==> src/rtl/cpu_run_if.sv <==
// cpu_run_if: host-facing byte command stream plus instruction-memory write port
// for cpu_run_controller.
//   cmd_valid / cmd_data / cmd_ready : byte-serial command handshake
//   imem_we / imem_waddr / imem_wdata : instruction-memory write port
// Modports:
//   master : host side, drives commands and observes the memory write port
//   slave  : controller side, accepts commands and drives the memory write port
interface cpu_run_if #(
    parameter int IMEM_AW = 6
);
    logic               cmd_valid;
    logic [7:0]         cmd_data;
    logic               cmd_ready;
    logic               imem_we;
    logic [IMEM_AW-1:0] imem_waddr;
    logic [31:0]        imem_wdata;

    modport master (
        output cmd_valid, cmd_data,
        input  cmd_ready, imem_we, imem_waddr, imem_wdata
    );

    modport slave (
        input  cmd_valid, cmd_data,
        output cmd_ready, imem_we, imem_waddr, imem_wdata
    );
endinterface

==> src/rtl/cpu_run_controller.sv <==
// cpu_run_controller: host-side sequencer for the pipelined RISC-V core.
// Decodes a byte-serial command stream, loads instruction memory with
// little-endian 32-bit words while holding the core in reset, then releases
// the core to free-run (RUN) or to advance a fixed number of cycles (STEP).
// Counts enabled cycles and stops on a halt indication from the core.
//
// Ports:
//   clk, rst   : clock, synchronous active-high reset
//   bus        : cpu_run_if.slave (command handshake + imem write port)
//   halt_req   : core retired ebreak
//   cpu_rst    : active-high reset to the core pipeline
//   cpu_en     : pipeline advance enable
//   busy       : controller not idle
//   timeout    : sticky RUN-limit flag
//   cycle_cnt  : saturating count of cpu_en-high cycles since last clear
//
// Optional feature macro: RUN_LIMIT_EN
//   Defined   : RUN is forced back to IDLE once cycle_cnt reaches RUN_LIMIT,
//               and timeout is set.
//   Undefined : no limit logic; timeout is tied to 0.
module cpu_run_controller #(
    parameter int IMEM_AW = 6,
    parameter int CNT_W   = 16
`ifdef RUN_LIMIT_EN
    ,
    parameter logic [CNT_W-1:0] RUN_LIMIT = 16'hFFFF
`endif
) (
    input  logic             clk,
    input  logic             rst,
    cpu_run_if.slave         bus,
    input  logic             halt_req,
    output logic             cpu_rst,
    output logic             cpu_en,
    output logic             busy,
    output logic             timeout,
    output logic [CNT_W-1:0] cycle_cnt
);

    typedef enum logic [2:0] {
        IDLE,
        LD_CNT,
        LD_DATA,
        LD_WR,
        RUN,
        STEP_ARG,
        STEP
    } state_t;

    localparam logic [7:0] OP_LOAD  = 8'h01;
    localparam logic [7:0] OP_RUN   = 8'h02;
    localparam logic [7:0] OP_STEP  = 8'h03;
    localparam logic [7:0] OP_STOP  = 8'h04;
    localparam logic [7:0] OP_RESET = 8'h05;

    state_t             state;
    logic [8:0]         word_cnt;   // 1..256 words remaining
    logic [1:0]         byte_idx;
    logic [7:0]         step_cnt;
    logic [IMEM_AW-1:0] waddr_q;
    logic [31:0]        wdata_q;
    logic               we_q;
    logic               accept;
    logic               limit_hit;
    logic [CNT_W-1:0]   cnt_next;

    assign bus.cmd_ready  = (state != LD_WR) && (state != STEP);
    assign bus.imem_we    = we_q;
    assign bus.imem_waddr = waddr_q;
    assign bus.imem_wdata = wdata_q;
    assign accept         = bus.cmd_valid && bus.cmd_ready;
    assign busy           = (state != IDLE);

    // Saturating increment on every enabled cycle.
    assign cnt_next = (cpu_en && (cycle_cnt != {CNT_W{1'b1}})) ? cycle_cnt + 1'b1 : cycle_cnt;

`ifdef RUN_LIMIT_EN
    logic timeout_q;

    // Stop on the edge where the count lands on the limit, so cpu_en is high
    // for exactly RUN_LIMIT cycles of a RUN started from a cleared counter.
    assign limit_hit = (state == RUN) && cpu_en && (cnt_next >= RUN_LIMIT);

    always_ff @(posedge clk) begin
        if (rst) begin
            timeout_q <= 1'b0;
        end else if (limit_hit) begin
            timeout_q <= 1'b1;
        end else if ((state == IDLE) && accept &&
                     ((bus.cmd_data == OP_LOAD) || (bus.cmd_data == OP_RESET))) begin
            timeout_q <= 1'b0;
        end
    end

    assign timeout = timeout_q;
`else
    assign limit_hit = 1'b0;
    assign timeout   = 1'b0;
`endif

    always_ff @(posedge clk) begin
        if (rst) begin
            state     <= IDLE;
            cpu_rst   <= 1'b1;
            cpu_en    <= 1'b0;
            we_q      <= 1'b0;
            waddr_q   <= '0;
            wdata_q   <= '0;
            cycle_cnt <= '0;
            word_cnt  <= '0;
            byte_idx  <= '0;
            step_cnt  <= '0;
        end else begin
            cycle_cnt <= cnt_next;
            we_q      <= 1'b0;
            case (state)
                IDLE: begin
                    if (accept) begin
                        case (bus.cmd_data)
                            OP_LOAD: begin
                                cpu_rst   <= 1'b1;
                                cpu_en    <= 1'b0;
                                waddr_q   <= '0;
                                cycle_cnt <= '0;
                                state     <= LD_CNT;
                            end
                            OP_RUN: begin
                                cpu_rst <= 1'b0;
                                cpu_en  <= 1'b1;
                                state   <= RUN;
                            end
                            OP_STEP: state <= STEP_ARG;
                            OP_RESET: begin
                                cpu_rst   <= 1'b1;
                                cpu_en    <= 1'b0;
                                cycle_cnt <= '0;
                            end
                            default: ;  // STOP and unknown opcodes are no-ops here
                        endcase
                    end
                end
                LD_CNT: begin
                    if (accept) begin
                        word_cnt <= (bus.cmd_data == 8'd0) ? 9'd256 : {1'b0, bus.cmd_data};
                        byte_idx <= 2'd0;
                        state    <= LD_DATA;
                    end
                end
                LD_DATA: begin
                    if (accept) begin
                        wdata_q[{byte_idx, 3'b000} +: 8] <= bus.cmd_data;
                        byte_idx <= byte_idx + 2'd1;
                        if (byte_idx == 2'd3) begin
                            we_q  <= 1'b1;
                            state <= LD_WR;
                        end
                    end
                end
                LD_WR: begin
                    // Address/data held stable during the write; advance afterwards.
                    waddr_q  <= waddr_q + 1'b1;
                    word_cnt <= word_cnt - 9'd1;
                    state    <= (word_cnt == 9'd1) ? IDLE : LD_DATA;
                end
                RUN: begin
                    if (halt_req || limit_hit || (accept && (bus.cmd_data == OP_STOP))) begin
                        cpu_en <= 1'b0;
                        state  <= IDLE;
                    end
                end
                STEP_ARG: begin
                    if (accept) begin
                        if (bus.cmd_data != 8'd0) begin
                            step_cnt <= bus.cmd_data;
                            cpu_rst  <= 1'b0;
                            cpu_en   <= 1'b1;
                            state    <= STEP;
                        end else begin
                            state <= IDLE;
                        end
                    end
                end
                STEP: begin
                    if (halt_req || (step_cnt == 8'd1)) begin
                        cpu_en <= 1'b0;
                        state  <= IDLE;
                    end else begin
                        step_cnt <= step_cnt - 8'd1;
                    end
                end
                default: state <= IDLE;
            endcase
        end
    end

endmodule
==> src/flat_wrapper.sv <==
// flat-port wrapper written by rule: the top's interface ports become plain ports
module cpu_run_controller_flat 
#(
    parameter int IMEM_AW = 6,
    parameter int CNT_W   = 16

)
  (clk, rst, halt_req, cpu_rst, cpu_en, busy, timeout, cycle_cnt, bus_cmd_valid, bus_cmd_data, bus_cmd_ready, bus_imem_we, bus_imem_waddr, bus_imem_wdata);
  cpu_run_if #(.IMEM_AW(IMEM_AW)) bus_i ();
  input  logic clk;
  input  logic rst;
  input  logic halt_req;
  output logic cpu_rst;
  output logic cpu_en;
  output logic busy;
  output logic timeout;
  output logic [CNT_W-1:0] cycle_cnt;
  input wire logic [$bits(bus_i.cmd_valid)-1:0] bus_cmd_valid;
  input wire logic [$bits(bus_i.cmd_data)-1:0] bus_cmd_data;
  output wire logic [$bits(bus_i.cmd_ready)-1:0] bus_cmd_ready;
  output wire logic [$bits(bus_i.imem_we)-1:0] bus_imem_we;
  output wire logic [$bits(bus_i.imem_waddr)-1:0] bus_imem_waddr;
  output wire logic [$bits(bus_i.imem_wdata)-1:0] bus_imem_wdata;
  assign bus_i.cmd_valid = bus_cmd_valid;
  assign bus_i.cmd_data = bus_cmd_data;
  assign bus_cmd_ready = bus_i.cmd_ready;
  assign bus_imem_we = bus_i.imem_we;
  assign bus_imem_waddr = bus_i.imem_waddr;
  assign bus_imem_wdata = bus_i.imem_wdata;
  cpu_run_controller #(.IMEM_AW(IMEM_AW), .CNT_W(CNT_W)) u_core (.clk(clk), .rst(rst), .bus(bus_i), .halt_req(halt_req), .cpu_rst(cpu_rst), .cpu_en(cpu_en), .busy(busy), .timeout(timeout), .cycle_cnt(cycle_cnt));
endmodule
==> config.mk <==
export PLATFORM = sky130hd
export DESIGN_NAME = cpu_run_controller_flat
export DESIGN_NICKNAME = d
export VERILOG_FILES = /design/src/rtl/cpu_run_if.sv /design/src/rtl/cpu_run_controller.sv /design/src/flat_wrapper.sv
export SDC_FILE = /design/constraint.sdc
export NUM_CORES = 1
export LEC_CHECK = 0
export ABC_AREA = 1
export ABC_CLOCK_PERIOD_IN_PS = 4050
export BUFFER_PORTS_ARGS = -buffer_cell sky130_fd_sc_hd__buf_2
export CAP_MARGIN = 20
export CORE_ASPECT_RATIO = 1.75
export CORE_MARGIN = 5
export CORE_UTILIZATION = 60
export DETAILED_ROUTE_END_ITERATION = 10
export GPL_ROUTABILITY_DRIVEN = 0
export PLACE_DENSITY_LB_ADDON = 0.12
export SLEW_MARGIN = 10
export SYNTH_ARGS = -nofsm -noshare
export SYNTH_HDL_FRONTEND = slang
export SYNTH_SLANG_ARGS = --single-unit
==> constraint.sdc <==
create_clock -name clk -period 4.05 [get_ports clk]
set_clock_uncertainty 0.05 [all_clocks]
set_input_delay 0.81 -clock clk [delete_from_list [all_inputs] [get_ports clk]]
set_output_delay 0.81 -clock clk [all_outputs]
set_load 0.02 [all_outputs]
==> flow_summary_export.csv, run 1 <==
group,metric,value,unit
placement,dpl_cell_area,4568,um^2
cells_and_area,nNetsFinal,708,
global_routing,met3_usage,0.06406,
yosys,synth.area.mux_share,0,
cts,htree_levels,3,
yosys,syn_avg_cell_area,6.750,um^2
sta,slew_headroom,0.5311,
outcome,status,"finished clean",
global_routing,grt.busiest_layer,"met2",
global_routing,grt_pass1_vias,4226,
sta,setup_slack,1.383,ns
yosys,ys_ff_latch,79,
cts,clock_sinks,79,
detailed_routing,firstDrtPassIters,7,
sta,final_hold_viol_count,0,
yosys,yosysTopAreaCellShare,0.3773,
global_routing,grt_usage,0.2765,
yosys,yosys-top-cells-area,"dfxtp_1, nand2_1, a21oi_1, nor2_1, inv_1",
power,peakVddDrop,298.3,uV
detailed_routing,ant_nets,0,
detailed_routing,wl_per_cell,15.07,um
global_routing,grt_use_met2,0.5101,
die,fp.dieW,73.18,um
min_path,hold_class,"flop to flop",
yosys,synth_common_cells,"nand2_1, dfxtp_1, a21oi_1, nor2_1, inv_1",
yosys,synth_simple_gate_area_frac,0.3248,
detailed_routing,routed_wirelength,11.65,mm
job,cap_violations,0,
sta,max_freq,0.3750,GHz
cells_and_area,final_cell_area,4882,um^2
setup_path,cp_data_required_time,3.19,ns
yosys,synthAdderAreaFrac,0.03582,
detailed_routing,first_iter_violations,256,
setup_path,cp_data_arrival_time,1.81,ns
yosys,synth_cell_type_count,36,
die,core_area,6857,um^2
detailed_routing,vias,4368,
setup_path,cp-start-kind,"flop",
die,rows,40,
sta,setup_viol,0,
sta,rsz0062_at_grt,"false",
detailed_routing,drcViolationCount,0,
cts,cts_root_buffer,"clkbuf_16",
yosys,synth-edff-count,0,
placement,dp_slack,1.656,ns
cts,clk_latency,0.35,ns
yosys,syn-num-nets,645,
detailed_routing,vias_per_cell,5.651,
yosys,ys.warnings.count,0,
setup_path,cp_max_fo,14,
min_path,holdCritStartpoint,"u_core.cpu_rst",
cts,cts_buffer_depth,2,
yosys,syn_area,4192,um^2
global_routing,grt_max_degree,39,
yosys,ys.flop_type,"dfxtp_1",
cts,numCtsBuffers,9,
yosys,postSynthCellCount,621,
sta,worst_pin_slew,0.7033,ns
cts,cts_tree,"built",
global_routing,grt_pass1_wl,19.04,mm
power,p_leak,2.195,nW
cells_and_area,drive_above_1_share,0.1611,
sta,slew_viol_final,0,
die,die_area,8823,um^2
yosys,yosysMostFrequentCell,"nand2_1",
power,total_power,2.352,mW
die,die_y,120.6,um
placement,portBuffers,70,
yosys,ys_async_sr_fraction,0,
sta,period_share,0.6585,
setup_path,critPathLaunch,"u_core.state[0]",
cts,hold_buffers,0,
placement,dpl.hpwl,8.759,mm
setup_path,end_kind,"output pin",
yosys,synth_top_family_by_area,"simple AND/OR/NAND/NOR gates",
yosys,synth_xor_area_frac,0.02507,
cells_and_area,areaGrowthSynthToFinish,16.48,%
setup_path,r2r-start,"u_core.byte_idx[0]",
sta,period_needed,2.667,ns
cts,post_cts_resized,0,
setup_path,reg2reg_slack,1.77,ns
cts,clk_pin_slew,0.06,ns
cts,cts_setup_buffers,0,
yosys,synth_compound_area_frac,0.1501,
global_routing,grt-ovfl-total,0,
yosys,synth_top_area_cell,"dfxtp_1",
die,top_level_ports,72,
cells_and_area,num_antenna_cells,0,
power,p_per_area,481.7,nW/um^2
setup_path,crit_type,"flop to output pin",
sta,setup_tns,0,ns
die,start_util,0.6113,
yosys,yosysSeqAreaShare,0.3773,
global_routing,grtUsageMet1,0.2716,
global_routing,antenna_found_initial,0,
[metal layers]
metal / wire (um) / part of all wire
met1: 4202 / 0.36
met2: 6382 / 0.55
met3: 604 / 0.052
met4: 463 / 0.040
met5: 0 / 0
[power breakdown]
group / leakage, nW / total, mW / internal, mW / switching [mW]
logic: 1.41 / 0.615 / 0.182 / 0.433
clock network: 0.148 / 0.862 / 0.537 / 0.325
registers: 0.638 / 0.875 / 0.828 / 0.0471
[logic make-up after synthesis]
family | count (synthesis)
buf+inv | 90
flops | 79
xor+xnor | 12
simple gates | 311
compound gates | 116
fa+ha+maj | 12
other cells | 1
[per-stage QoR]
step	util	hold slack, ns	instances
5_1_grt	0.7120	0.4332	773
2_1_floorplan	-	0.4066	621
4_1_cts	0.7120	0.4063	773
3_5_place_dp	0.6662	0.3966	757
6_report	0.7120	0.4025	773
3_3_place_gp	0.6662	0.3970	757
[worst max-delay path: stages, from the launching register on]
cell and delay (ns):
dfxtp_1 0.50, nand3_1 0.46, nand2_1 0.28, inv_1 0.06
buf_2 0.15
[layout by cell type, fill, tap and decap left out, types with 2 or more instances in the layout]
cell type,count
nand2_1,151
dfxtp_1,79
buf_2,70
nor2_1,63
a21oi_1,63
inv_1,59
nand3_1,44
o21ai_0,35
nand4_1,18
nor3_1,15
ha_1,12
inv_2,9
clkbuf_16,9
xor2_1,8
nand2_2,5
o211a_1,5
a31oi_1,4
or2_2,4
xnor2_1,4
buf_4,3
o21ai_1,2
or3_1,2
o22ai_1,2
a22oi_1,2
o221ai_1,2
nor3_2,2
nor3b_1,2
clkinv_2,2
bufinv_16,2
clkinvlp_4,2
[sequential cells by signal, indices dropped and copies added, names as in the netlist]
signal,count
u_core.bus.imem_wdata,32
u_core.cycle_cnt,16
u_core.word_cnt,9
u_core.step_cnt,8
u_core.bus.imem_waddr,6
u_core.state,3
u_core.byte_idx,2
u_core.bus.imem_we,1
u_core.cpu_en,1
u_core.cpu_rst,1
[path summary, 6_finish.rpt]
| kind | to | cells after the start |
|---|---|---|
| setup / recovery | bus_cmd_ready | 4 |
| hold / removal | u_core.cpu_rst | 2 |
| setup reg to reg | u_core.bus.imem_wdata[22] | 7 |
| hold reg to reg | u_core.cpu_rst | 2 |
[cell type report]
type	count	area, um^2
Timing Repair Buffer	73	372.9
Inverter	69	259.0
Tap cell	84	105.1
Multi-Input combinational cell	452	2250
Fill cell	600	1974
Clock inverter	6	85.08
Clock buffer	10	229.0
Sequential cell	79	1582
Power figures use the tool's default switching activity.
==> run 2: changes to the inputs <==
--- a/config.mk
+++ b/config.mk
@@ -6,12 +6,12 @@
 export NUM_CORES = 1
 export LEC_CHECK = 0
 export ABC_AREA = 1
-export ABC_CLOCK_PERIOD_IN_PS = 4050
+export ABC_CLOCK_PERIOD_IN_PS = 2800
 export BUFFER_PORTS_ARGS = -buffer_cell sky130_fd_sc_hd__buf_2
 export CAP_MARGIN = 20
 export CORE_ASPECT_RATIO = 1.75
 export CORE_MARGIN = 5
-export CORE_UTILIZATION = 60
+export CORE_UTILIZATION = 56
 export DETAILED_ROUTE_END_ITERATION = 10
 export GPL_ROUTABILITY_DRIVEN = 0
 export PLACE_DENSITY_LB_ADDON = 0.12
==> constraint.sdc (replaced) <==
create_clock -name clk -period 2.8 [get_ports clk]
set_clock_uncertainty 0.05 [all_clocks]
set_input_delay 0.56 -clock clk [delete_from_list [all_inputs] [get_ports clk]]
set_output_delay 0.56 -clock clk [all_outputs]
set_load 0.02 [all_outputs]
==> flow_summary_export.csv, run 2 (synthesized netlist as in run 1, its figures left out) <==
group,metric,value,unit
outcome,status,"finished clean",
setup_path,slowest_delay,0.57,ns
cells_and_area,layout_common_cells,"nand2_1, dfxtp_1, buf_2, nor2_1, a21oi_1",
die,core_area,7284,um^2
sta,period_needed,2.349,ns
min_path,worstHoldPathCells,2,
min_path,hold_class,"flop to flop",
placement,dp_cells,761,
cts,hold_buffers,0,
placement,dp_slack,0.5410,ns
cells_and_area,nNetsFinal,710,
setup_path,cp_top_family,"flip-flops",
global_routing,antenna_found_initial,0,
setup_path,crit_type,"flop to flop",
cts,clk_pin_slew,0.06,ns
setup_path,cp_max_fo,13,
cells_and_area,areaGrowthSynthToFinish,17.46,%
setup_path,end_kind,"flop",
global_routing,grt_max_degree,38,
cts,post_cts_resized,0,
sta,max_freq,0.4257,GHz
detailed_routing,ant_nets,0,
cells_and_area,num_antenna_cells,0,
power,total_power,3.470,mW
placement,dpl_cell_area,4586,um^2
sta,rsz0062_at_grt,"false",
cts,clock_sinks,79,
setup_path,crit_buf_inv,2,
cells_and_area,final_cell_area,4923,um^2
setup_path,ff2ff_path_depth,6,
detailed_routing,wl_per_cell,14.71,um
detailed_routing,routed_wirelength,11.43,mm
setup_path,cp_cell_sequence,"inv_1 -> ha_1 -> inv_1 -> nor2_1 -> nand4_1 -> a21oi_1",
setup_path,crit_path_frequent_cell,"inv_1",
die,die_y,124.5,um
cts,htree_levels,3,
die,die_area,9384,um^2
power,p_per_area,704.8,nW/um^2
detailed_routing,first_iter_violations,292,
power,peakVddDrop,379.2,uV
setup_path,cp-start-kind,"flop",
job,cap_violations,0,
sta,final_hold_viol_count,0,
cts,numCtsBuffers,9,
die,rows,41,
cells_and_area,stdcell_count,777,
detailed_routing,firstDrtPassIters,5,
global_routing,grt_pass1_vias,4230,
setup_path,crit_cells,6,
cts,cts_buffer_depth,2,
setup_path,cp_data_arrival_time,2.57,ns
global_routing,grt-ovfl-total,0,
cts,cts_root_buffer,"clkbuf_16",
placement,portBuffers,70,
sta,slew_viol_final,0,
sta,period_share,0.8390,
die,fp.dieW,75.40,um
detailed_routing,vias_per_cell,5.510,
sta,setup_slack,0.4509,ns
sta,setup_tns,0,ns
global_routing,grt_pass1_wl,18.95,mm
die,start_util,0.5754,
power,p_leak,2.220,nW
setup_path,crit_slowest_cell,"dfxtp_1",
cells_and_area,drive_above_1_share,0.1635,
detailed_routing,drcViolationCount,0,
cts,clk_latency,0.34,ns
sta,setup_viol,0,
cells_and_area,final_common_cell,"nand2_1",
cts,cts_tree,"built",
setup_path,cp_data_required_time,3.02,ns
global_routing,grt_usage,0.2554,
placement,dpl.hpwl,8.464,mm
cells_and_area,largest_reg_flops,32,
die,top_level_ports,72,
detailed_routing,vias,4281,
cts,cts_setup_buffers,0,
run 2: cell types whose count changed in the layout (fill, tap and decap cells not counted), sizes merged:
cell      before  now
clkinvlp       2    0
bufinv         2    3
clkinv         3    4
buf           73   75
run 2: final cells by class:
type / instances / area [um^2]
sequential: 79 / 1582
tap: 86 / 107.6
timing repair buffer: 75 / 387.9
clock inverter: 6 / 108.9
fill: 636 / 2361
inverter: 69 / 259.0
clock buffer: 10 / 229.0
multi-input combinational: 452 / 2250
run 2: worst register-to-register path, cell delays in order (launching register included):
cell	delay [ns]
dfxtp_1	0.57
inv_1	0.31
ha_1	0.52
inv_1	0.17
nor2_1	0.35
nand4_1	0.17
a21oi_1	0.15
run 2: worst paths after layout:
| kind | from | slack, ns | to |
|---|---|---|---|
| setup / recovery | u_core.byte_idx[0] | 0.45 | u_core.bus.imem_wdata[9] |
| hold / removal | u_core.cpu_rst | 0.41 | u_core.cpu_rst |
| setup reg to reg | u_core.byte_idx[0] | 0.45 | u_core.bus.imem_wdata[9] |
| hold reg to reg | u_core.cpu_rst | 0.41 | u_core.cpu_rst |
run 2: report_power, final:
group          internal [mW]  switching (mW)  leakage (nW)  total, mW
registers               1.20          0.0776         0.638       1.28
clock network          0.869           0.449         0.166       1.32
logic                  0.263           0.614          1.42      0.877
run 2: metal layers:
layer	part of all wire	up-vias	track usage	wire, um
li1	-	2171	-	-
met2	0.53	121	0.4386	6110
met4	0.043	0	0.1401	492
met3	0.044	39	0.05008	508
met1	0.38	1950	0.2795	4315
met5	0	-	0	0
run 2: through the flow:
step	hold slack [ns]	utilization
detailed placement	0.3953	0.6295
floorplan	0.4066	-
global placement	0.3877	0.6295
global route	0.4261	0.6759
CTS	0.4067	0.6759
finish	0.4121	0.6759
